==> src/rtl/multi_edge_counter.sv <==
// multi_edge_counter: multi-channel edge detector and event counter.
// Each asynchronous input p[i] passes through a SYNC_STAGES-deep synchroniser
// into sclk. The edge type picked by EDGE_MODE is registered onto q[i]. The
// same edge is counted into cnt[i] when en is high. A sticky ovf[i] flag
// records counter overflow.
// Build option: define MULTI_EDGE_CNT_SAT_EN to make the counters saturate at
// all-ones. When it is left undefined, the counters wrap to zero.
// Legal parameter ranges: CH >= 1, CNT_W 2..32, SYNC_STAGES >= 2,
// EDGE_MODE 0 (rising), 1 (falling) or 2 (both).
`timescale 1ns/1ps

module multi_edge_counter #(
  parameter int CH          = 1,
  parameter int CNT_W       = 8,
  parameter int SYNC_STAGES = 2,
  parameter int EDGE_MODE   = 0
) (
  input  logic                sclk,
  input  logic                rst_n,
  input  logic [CH-1:0]       p,
  input  logic                en,
  input  logic                clr,
  output logic [CH*CNT_W-1:0] cnt,
  output logic [CH-1:0]       q,
  output logic [CH-1:0]       ovf
);

  logic [CH-1:0]    r_sync [SYNC_STAGES];  // r_sync[0] is the metastable stage
  logic [CH-1:0]    r_hist;                // previous synchronised value
  logic [CH-1:0]    r_q;
  logic [CH-1:0]    r_ovf;
  logic [CNT_W-1:0] r_cnt  [CH];

  logic [CH-1:0]    w_s;
  logic [CH-1:0]    w_edge;

  assign w_s = r_sync[SYNC_STAGES-1];

  // Synchroniser chain and edge-history flop for every channel.
  // NOTE: non-blocking assignments let each stage take the previous stage's old value, so the chain shifts by one stage per clock; blocking assignments would collapse it into a single flop.
  always_ff @(posedge sclk or negedge rst_n) begin
    if (!rst_n) begin
      for (int k = 0; k < SYNC_STAGES; k++) r_sync[k] <= '0;
      r_hist <= '0;
    end else begin
      r_sync[0] <= p;
      for (int k = 1; k < SYNC_STAGES; k++) r_sync[k] <= r_sync[k-1];
      r_hist <= w_s;
    end
  end

  // Select the configured edge term from the synchronised value and its history.
  // NOTE: w_edge receives a default before the case, so every path assigns it and no latch is inferred.
  always_comb begin
    w_edge = w_s ^ r_hist;
    case (EDGE_MODE)
      0:       w_edge = w_s & ~r_hist;
      1:       w_edge = ~w_s & r_hist;
      default: w_edge = w_s ^ r_hist;
    endcase
  end

  // Register the edge pulse. The pulse is not gated by en or clr.
  always_ff @(posedge sclk or negedge rst_n) begin
    if (!rst_n) r_q <= '0;
    else        r_q <= w_edge;
  end

  // Per-channel counters. clr has priority, then counting of enabled edges.
  // NOTE: the counter array is an array of flops rather than a RAM, so every entry is cleared by the async reset; reset-less storage would wake up with arbitrary counts.
  always_ff @(posedge sclk or negedge rst_n) begin
    if (!rst_n) begin
      for (int i = 0; i < CH; i++) r_cnt[i] <= '0;
      r_ovf <= '0;
    end else begin
      for (int i = 0; i < CH; i++) begin
        if (clr) begin
          r_cnt[i] <= '0;
          r_ovf[i] <= 1'b0;
        end else if (en && w_edge[i]) begin
          if (&r_cnt[i]) begin
`ifdef MULTI_EDGE_CNT_SAT_EN
            r_cnt[i] <= r_cnt[i];      // stick at all-ones
`else
            r_cnt[i] <= '0;            // wrap to zero
`endif
            r_ovf[i] <= 1'b1;
          end else begin
            r_cnt[i] <= r_cnt[i] + CNT_W'(1);
          end
        end
      end
    end
  end

  // Pack the per-channel counters onto the flat output bus.
  always_comb begin
    cnt = '0;
    for (int i = 0; i < CH; i++) cnt[i*CNT_W +: CNT_W] = r_cnt[i];
  end

  assign q   = r_q;
  assign ovf = r_ovf;

endmodule

==> config.mk <==
export PLATFORM = sky130hd
export DESIGN_NAME = multi_edge_counter
export DESIGN_NICKNAME = d
export VERILOG_FILES = /design/src/rtl/multi_edge_counter.sv
export SDC_FILE = /design/constraint.sdc
export NUM_CORES = 1
export LEC_CHECK = 0
export ABC_AREA = 0
export ABC_CLOCK_PERIOD_IN_PS = 1600
export CORE_MARGIN = 2
export CORE_UTILIZATION = 45
export CTS_CLUSTER_DIAMETER = 100
export DETAILED_ROUTE_END_ITERATION = 7
export GPL_TIMING_DRIVEN = 0
export PLACE_DENSITY = 0.72
export SETUP_SLACK_MARGIN = 0.5
export SYNTH_ARGS = -nofsm -noshare
export SYNTH_HDL_FRONTEND = slang
export SYNTH_SLANG_ARGS = --single-unit
==> constraint.sdc <==
create_clock -name sclk -period 1.6 [get_ports sclk]
set_clock_uncertainty 0.05 [all_clocks]
set_input_delay 0.24 -clock sclk [delete_from_list [all_inputs] [get_ports sclk]]
set_output_delay 0.24 -clock sclk [all_outputs]
set_load 0.01 [all_outputs]
==> results.md <==
* Boundary Pins at 15
* CP max stage cell: dfrtp_2
* Num CTS Buffers at 3
* Power Density at 645.6 mW/mm2
* Fmax at 726.8 MHz
* Most common cell after layout, fill and taps aside: buf_4
* CP peak stage delay at 0.42 ns
* Gr usage total at 0.2227
* Total routed wirelength at 1.589 mm
* Hold Vio Cnt, Final at 0
* Number of global-route vias before repair at 520
* Worst setup EP type: flop
* Period utilisation layout at 0.8599
* Setup violators final at 0
* Initial DRT Pass Iterations at 4
* Nets at 93
* Startpoint types: flop
* Distinct cells, synth at 25
* Post-synthesis sequential area ratio at 0.5405
* Crit path arrival time at 1.52 ns
* Static leakage at 0.4451 nW
* Most frequent cells in the layout: buf_4, dfrtp_1, buf_6, buf_2, nor2_1
* Area delta synth->final at 60.71%
* Clock slew seen by the registers of the worst setup and hold paths at 0.09 ns
* Worst-path cell chain: buf_6, ha_4, and2_4, nand3b_1, a31oi_1
* Syn nets at 57
* Clk buf depth at 2
* Number of fill cells at 79
* Chip height at 40.57 um
* Post-layout util at 0.7623
* Pre-CTS setup slack at -0.05278 ns
* Syn avg cell area at 11.80 um2
* Die X at 40.57 um
* Top_reg_cell synth: dfrtp_1
* Max-Cap Viols at 0
* Skew-Pair Late Insertion Delay at 0.27 ns
* Syn Inst Count at 51
* Hold-fix buffers, CTS at 0
* Yosys reg bits at 13
* Core area at 0.001269 mm2
* Slew Viols, Final at 0
* Outcome: finished, final reports clean
* DP Area at 778.2 um2
* Max FO, Critical Path at 6
* Worst Path Buf+Inv at 1
* Port buffer count at 14
* Syn. warnings at 0
* Post-DP HPWL at 817.3 um
* CTS sink count at 13
* Crit path kind: flop to flop
* N_diodes at 0
* Post-route ant nets at 0
* Slew margin rel. at 0.5953
* Layout cells sized above 1 at 0.5814
* Routed len/inst at 15.73 um
* Worst-margin pin slew at 0.6051 ns
* Synth Cell Area at 601.8 um2
* Register Area at 330.3 um2
* GRT overflow at 0
* Post-synth top area share at 0.5405
* Routed vias/inst at 5.545
* PnR worst setup slack at 0.2242 ns
* Min Clock Period, post-route at 1.376 ns
* Row Count at 13
* Unrepaired setup endpoints after global routing: yes
* First-pass GRT wire length at 2.318 mm
* Design area at 967.2 um2
* Vias at 560
* Worst EP required at 1.75 ns
* CP delay by family, top: flip-flops
* Initial antenna violation count at 0
* Initial Util at 0.4744
* Main area contributors after synthesis: dfrtp_1, xor2_1, nor2_1
* Synth area leader: dfrtp_1
* Hold WC Path Type: primary input to async pin
* CTS tree: built
* Routability Congestion at 0.7891
* VDD IR-drop max at 0.0007105 V
* Multi-input logic area at 320.3 um2
* Die ar. at 0.001646 mm2
* Largest net degree at the start of global routing at 14
* Post-synth EDFFs at 0
* Post-synth ARST share at 1.000
* H-tree levels at 1
* Root buf cell: clkbuf_4
* DR iter-0 viols at 20
* # DRC at 0
==> per-stage QoR <==
step / hold WS (ns) / setup TNS, ns / power, mW / std cells
2_1_floorplan: -0.1056 / 0 / 0.3720 / 51
3_3_place_gp: 0.2827 / -0.05181 / 0.4034 / 80
5_1_grt: 0.3200 / 0 / 0.6513 / 101
3_5_place_dp: 0.3147 / -0.1442 / 0.4061 / 80
6_report: 0.2890 / 0 / 0.6244 / 101
4_1_cts: 0.3063 / 0 / 0.6187 / 99
==> logic make-up after synthesis <==
logic type / Yosys count / share of synthesized area
AO/OA/AOI/OAI: 9 / 0.1248
XOR/XNOR: 5 / 0.07276
adder cells (fa/ha/maj): 1 / 0.02079
buffers and inverters: 3 / 0.03325
flip-flops: 13 / 0.5405
AND/OR/NAND/NOR: 20 / 0.2079
==> timing repair <==
| action | CTS | global route |
|---|---|---|
| resized for setup | 46 | 9 |
| endpoints found under the setup margin | 19 | 19 |
| pin swaps | 7 | 8 |
| setup buffers | 15 | 2 |
==> flip-flops by register name (all words and copies together) (netlist names) <==
signal	count
cnt	8
ovf	1
q	1
r_hist	1
r_sync	1
w_s	1
==> cells in the mapped netlist (2+ instances only) <==
library cell,n
dfrtp_1,13
nor2_1,5
xor2_1,4
a311oi_1,2
a31oi_1,2
and3_1,2
nand2_1,2
nand3b_1,2
nand4_1,2
o2111ai_1,2
==> layout make-up <==
cell class,instances,area share
clock buffer,4,0.02717
sequential,13,0.3415
inverter,1,0.003881
buffer,2,0.01682
multi-input combinational,35,0.3312
timing repair buffer,31,0.2600
tap,15,0.01940
==> per-layer routing <==
layer	wire, um	GRT usage	part of all wire	up-vias
met5	0	0	0	-
met4	29	0.06667	0.018	0
met3	80	0.03889	0.050	4
met2	867	0.4167	0.55	23
met1	611	0.2517	0.38	275
li1	-	-	-	258
==> where the power goes <==
part	switching [mW]	internal (mW)	total, mW
clock network	0.107	0.0964	0.204
registers	0.00565	0.338	0.344
logic	0.0372	0.0398	0.0770
total	0.150	0.474	0.624
==> path summary, 6_finish.rpt <==
| path | from | endpoint | slack [ns] | cells past startpoint |
|---|---|---|---|---|
| hold reg to reg | r_sync[1]$_DFF_PN0_ | w_s$_DFF_PN0_ | 0.33 | 0 |
| setup reg to reg | cnt[0]$_DFFE_PN0P_ | cnt[7]$_DFFE_PN0P_ | 0.22 | 5 |
| min in group sclk | r_sync[1]$_DFF_PN0_ | w_s$_DFF_PN0_ | 0.33 | 0 |
| max in group asynchronous | rst_n | cnt[1]$_DFFE_PN0P_ | 0.77 | 1 |
| setup / recovery | cnt[0]$_DFFE_PN0P_ | cnt[7]$_DFFE_PN0P_ | 0.22 | 5 |
| hold / removal | rst_n | q$_DFF_PN0_ | 0.29 | 1 |
(Power assumes the default switching activity.)
